`config.mk`:
```
export PLATFORM = sky130hd
export DESIGN_NAME = sample_sweep_ctrl
export DESIGN_NICKNAME = d
export VERILOG_FILES = /design/src/rtl/sample_pkg.sv /design/src/rtl/sample_dwell_cnt.sv /design/src/rtl/sample_sweep_ctrl.sv
export SDC_FILE = /design/constraint.sdc
export NUM_CORES = 1
export LEC_CHECK = 0
export ABC_CLOCK_PERIOD_IN_PS = 2400
export CAP_MARGIN = 20
export CORE_MARGIN = 2
export CORE_UTILIZATION = 55
export DETAILED_ROUTE_END_ITERATION = 6
export DONT_BUFFER_PORTS = 1
export GPL_TIMING_DRIVEN = 1
export PLACE_DENSITY = 0.77
export SYNTH_ARGS = -nofsm -noshare
export SYNTH_HDL_FRONTEND = slang
export SYNTH_HIERARCHICAL = 1
export SYNTH_SLANG_ARGS = --single-unit
```
`constraint.sdc`:
```
create_clock -name clk -period 2.4 [get_ports clk]
set_input_delay 0.12 -clock clk [delete_from_list [all_inputs] [get_ports clk]]
set_output_delay 0.12 -clock clk [all_outputs]
set_load 0.05 [all_outputs]
```
`src/rtl/sample_pkg.sv`:
```
// Shared types and constants for the sample datapath sweep sequencer.
package sample_pkg;

    localparam int MAX_VEC = 8;
    localparam int ABC_W   = 3;

    typedef enum logic [1:0] {
        IDLE  = 2'd0,
        DRIVE = 2'd1,
        DONE  = 2'd2
    } state_t;

endpackage

```
`src/rtl/sample_dwell_cnt.sv`:
```
// Dwell counter: counts up from zero while enabled, flags the last cycle of a dwell.
module sample_dwell_cnt #(
    parameter int DWELL_W = 8
) (
    input  logic               clk,
    input  logic               rst_n,
    input  logic               clr,
    input  logic               en,
    input  logic [DWELL_W-1:0] limit,
    output logic [DWELL_W-1:0] cnt,
    output logic               tc
);

    always_ff @(posedge clk) begin
        if (!rst_n)
            cnt <= '0;
        else if (clr)
            cnt <= '0;
        else if (en)
            cnt <= cnt + 1'b1;
    end

    // limit is never zero, so limit-1 cannot wrap
    assign tc = (cnt == limit - 1'b1);

endmodule

```
`src/rtl/sample_sweep_ctrl.sv`:
```
// Steps the sample datapath through NUM_VEC input vectors, captures D/E at the
// end of each dwell and compares against a latched expected table.
module sample_sweep_ctrl
    import sample_pkg::*;
#(
    parameter int NUM_VEC = 8,
    parameter int DWELL_W = 8
) (
    input  logic                 clk,
    input  logic                 rst_n,
    input  logic                 start,
    input  logic                 abort,
    input  logic [DWELL_W-1:0]   dwell,
    input  logic [2*NUM_VEC-1:0] exp_table,
    output logic [ABC_W-1:0]     abc_out,
    input  logic [1:0]           de_in,
    output logic                 busy,
    output logic                 done,
    output logic [2*NUM_VEC-1:0] result,
    output logic [NUM_VEC-1:0]   err_mask,
    output logic                 pass
);

    localparam logic [ABC_W-1:0] LAST_VEC = ABC_W'(NUM_VEC - 1);

    state_t               state;
    logic [ABC_W-1:0]     vec;
    logic [DWELL_W-1:0]   dwell_eff;
    logic [2*NUM_VEC-1:0] exp_q;
    logic [DWELL_W-1:0]   cnt;
    logic                 tc;
    logic [2*NUM_VEC-1:0] res_cap;
    logic [NUM_VEC-1:0]   err_cap;

    sample_dwell_cnt #(.DWELL_W(DWELL_W)) u_cnt (
        .clk   (clk),
        .rst_n (rst_n),
        .clr   ((state != DRIVE) || tc || abort),
        .en    (state == DRIVE),
        .limit (dwell_eff),
        .cnt   (cnt),
        .tc    (tc)
    );

    // result/err_mask as they would look after capturing the current vector
    always_comb begin
        res_cap = result;
        err_cap = err_mask;
        for (int i = 0; i < NUM_VEC; i++) begin
            if (vec == ABC_W'(i)) begin
                res_cap[2*i +: 2] = de_in;
                err_cap[i]        = (de_in != exp_q[2*i +: 2]);
            end
        end
    end

    always_ff @(posedge clk) begin
        if (!rst_n) begin
            state     <= IDLE;
            vec       <= '0;
            abc_out   <= '0;
            busy      <= 1'b0;
            done      <= 1'b0;
            result    <= '0;
            err_mask  <= '0;
            pass      <= 1'b0;
            dwell_eff <= DWELL_W'(1);
            exp_q     <= '0;
        end else begin
            done <= 1'b0;
            case (state)
                IDLE: begin
                    if (start) begin
                        dwell_eff <= (dwell == '0) ? DWELL_W'(1) : dwell;
                        exp_q     <= exp_table;
                        result    <= '0;
                        err_mask  <= '0;
                        pass      <= 1'b0;
                        vec       <= '0;
                        abc_out   <= '0;
                        busy      <= 1'b1;
                        state     <= DRIVE;
                    end
                end
                DRIVE: begin
                    if (abort) begin
                        state   <= IDLE;
                        abc_out <= '0;
                        busy    <= 1'b0;
                        pass    <= 1'b0;
                    end else if (tc) begin
                        result   <= res_cap;
                        err_mask <= err_cap;
                        if (vec == LAST_VEC) begin
                            state   <= DONE;
                            done    <= 1'b1;
                            busy    <= 1'b0;
                            abc_out <= '0;
                            pass    <= ~|err_cap;
                        end else begin
                            vec     <= vec + 1'b1;
                            abc_out <= vec + 1'b1;
                        end
                    end
                end
                DONE:    state <= IDLE;
                default: state <= IDLE;
            endcase
        end
    end

endmodule

```
==> summary.md <==
| Metric | Value |
|---|---|
| Worst EP arrival | 2840 ps |
| Most frequent cells in the layout | 71 x nand2_1, 64 x dfxtp_1, 26 x dlygate4sd3_1, 19 x nor2b_1, 17 x xnor2_1 |
| Die area | 6819 µm² |
| Largest delay contributor family on the critical path | compound AO/OA/AOI/OAI gates |
| Dpl cell area | 3481 µm² |
| Vias/cell | 5.975 |
| Area growth, synth to finish | 22.66% |
| Initial DRC Count | 271 |
| Period minus WS final | 2584 ps |
| Total grt overflow | 0 |
| Crit path max fanout | 5 |
| Peak supply drop | 0.3904 mV |
| Hold_ws | 3.158 ps |
| Share of post-route cells with drive strength above 1 | 0.1950 |
| Setup Skew | 6.932 ps |
| Die Ht | 82.58 µm |
| DIE WIDTH | 82.58 µm |
| Core area | 5956 µm² |
| Slew margin rel. | 0.4381 |
| Vias in the first global route | 2,867 |
| Cell count after synthesis | 395 |
| Most common cell after layout, fill and taps aside | nand2_1 |
| Cell row count | 28 |
| Worst min path class | in -> reg |
| H-tree Lvls | 3 |
| Worst Tran Pin Value | 840.8 ps |
| Final ANT Viol Nets | 0 |
| Slowest stage delay, CP | 430 ps |
| Sequential area share after synthesis | 0.3950 |
| Period utilization | 1.077 |
| First-pass GRT wire length | 14,010 µm |
| Hpwl dp | 5500 µm |
| Setup ws final | -184.2 ps |
| Port buffer count | 0 |
| Setup CP Type | reg -> reg |
| Initial Util | 0.5702 |
| Largest net degree at the start of global routing | 58 |
| Setup-failing EPs final | 31 |
| Count of state elements after synthesis | 67 |
| Power per cell area | 579.5 nW/µm² |
| Failing checks | negative setup slack |
| NumNets Final | 470 |
| Worst-path clk slew | 70 ps |
| CTS root buffer | clkbuf_8 |
| Synth Area per Inst | 8.597 µm² |
| Syn Nets | 433 |
| Total number of vias | 3,053 |
| Total power | 0.002414 W |
| DRT Pass-1 Iters | 7 |
| Clock Latency Late Sink | 360 ps |
| Total negative slack | -3449 ps |
| Synthesized cell area | 3396 µm² |
| Reg2reg setup slack | -180 ps |
| Max_cap viols | 0 |
| CP startpoint kind | flip-flop |
| Total GRT Usage | 0.2777 |
| Pleak | 1.481 nW |
| Worst-path cell chain | inv_2, ha_4, nand2b_4, buf_4, or3_4, nand4_1, a2111oi_4, nand3b_1, a21o_4, a21o_1, a22oi_1, nor2b_1 |
| Maximum clock frequency | 0.3870 GHz |
| Post-route DRC | 0 |
| CP Capture Type | flip-flop |
| Wirelength per Cell | 18.27 µm |
| WL final | 9335 µm |
| CTS sink count | 67 |
| Pins Over Slew Limit | 0 |
| TritonCTS Buffers | 9 |
| Final core occ | 0.6994 |
| Final Instance Area | 4165 µm² |
| Fin. Hold Viols | 0 |
| RSZ-0062 raised after global routing | yes |
| Ant diodes | 0 |
| Buffers & Inverters on Critical Path | 2 |
| Antenna violations before repair | 0 |
| # IOs | 60 |
| Netlist cell types | 58 |
| CTS tree | done |
| Outcome | finished with violations |
| CTS max path bufs | 2 |
| CP required | 2650 ps |
| Max stage delay cell, worst path | a2111oi_4 |
| RD Place Congestion | 0.9046 |
| Yosys warns | 6 |
per-stage QoR:
stage | setup slack, ps | std cells
6_report | -184.2 | 511
5_1_grt | -269.8 | 511
4_1_cts | -3.137 | 508
3_5_place_dp | -216.8 | 462
3_3_place_gp | -100.2 | 462
2_1_floorplan | 46.22 | 395
worst min-delay path, stage by stage:
cell and delay, ps:
a2bb2oi_4 60, nand2_1 90, a21boi_2 50
cell usage after synthesis, drive strengths merged:
cell | instances | share of area
a2111oi | 1 | 0.0044
a211o | 1 | 0.0026
a21boi | 31 | 0.070
a21o | 4 | 0.0088
a21oi | 12 | 0.021
a22oi | 13 | 0.029
a2bb2oi | 1 | 0.0044
a31oi | 3 | 0.0055
a32oi | 3 | 0.0077
and2 | 7 | 0.014
and3 | 5 | 0.0092
buf | 11 | 0.020
clkbuf | 10 | 0.011
clkinv | 1 | 0.0015
dfxtp | 67 | 0.39
ha | 8 | 0.029
inv | 8 | 0.0088
mux2i | 2 | 0.0059
nand2 | 72 | 0.080
nand2b | 11 | 0.025
nand3 | 3 | 0.0044
nand3b | 2 | 0.0044
nand4 | 5 | 0.0092
nand4b | 2 | 0.0052
nor2 | 19 | 0.022
nor2b | 19 | 0.035
nor3 | 5 | 0.012
nor3b | 3 | 0.011
nor4 | 3 | 0.0055
nor4b | 1 | 0.0026
o211ai | 1 | 0.0022
o21a | 4 | 0.0088
o21ai | 18 | 0.028
o22ai | 1 | 0.0018
o31ai | 1 | 0.0022
o32ai | 1 | 0.0026
or2b | 1 | 0.0022
or3 | 6 | 0.013
or4 | 1 | 0.0022
xnor2 | 17 | 0.044
xor2 | 11 | 0.028
report_power, final:
part | total (W) | switching, W | leakage [nW] | internal (W)
combinational | 0.000396 | 0.000204 | 0.852 | 0.000191
sequential | 0.00119 | 0.0000419 | 0.545 | 0.00114
clock | 0.000833 | 0.000442 | 0.0839 | 0.000391
total | 0.00241 | 0.000688 | 1.48 | 0.00173
routing by layer:
layer / GRT usage / vias to the layer above / part of all wire
met4: 0.1066 / 0 / 0.028
met3: 0.09130 / 27 / 0.090
met5: 0 / - / 0
met2: 0.4613 / 169 / 0.49
met1: 0.3324 / 1434 / 0.40
li1: - / 1423 / -
timing repair:
item	CTS	global route
hold endpoints to repair	57	0
hold buffers	27	0
gates resized for setup	19	34
setup endpoints to repair	33	41
pin swaps	10	14
cloned	0	1
buffers inserted	5	2
kinds of logic (layout without fill, tap and decap cells):
| logic type | after synthesis | in the layout | synth area share |
|---|---|---|---|
| AOI/OAI and AO/OA | 95 | 96 | 0.1982 |
| adders and majority gates | 8 | 8 | 0.02948 |
| muxes | 2 | 2 | 0.005896 |
| xor gates and xnor gates | 28 | 28 | 0.07222 |
| buffers and inverters | 30 | 70 | 0.04163 |
| DFF | 67 | 67 | 0.3950 |
| and+or+nand+nor | 165 | 165 | 0.2576 |
path summary, 6_finish.rpt:
kind	startpoint	end	cells after the start
worst min-delay path	start	abc_out[1]$_SDFFE_PN0P_	3
worst max-delay path	dwell_eff[1]$_SDFFE_PN0P_	result[2]$_SDFFE_PN0P_	12
worst min register to register	exp_q[4]$_SDFFE_PN0P_	exp_q[4]$_SDFFE_PN0P_	2
worst max register to register	dwell_eff[1]$_SDFFE_PN0P_	result[2]$_SDFFE_PN0P_	12
cell type report:
class | instances | area [µm²]
well taps | 75 | 93.84
repair buffers | 46 | 434.2
clock inverters | 5 | 30.03
flip-flops and latches | 67 | 1348
fillers | 433 | 1790
inverters | 9 | 37.54
multi-input cells | 299 | 2085
clock buffers | 10 | 137.6
sequential cells by signal, indices dropped and copies added, names as in the netlist:
register / cells
exp_q: 16
result: 16
dwell_eff: 8
err_mask: 8
u_cnt/cnt: 8
abc_out: 3
vec: 3
state: 2
busy: 1
done: 1
pass: 1
(Power assumes the default switching activity.)
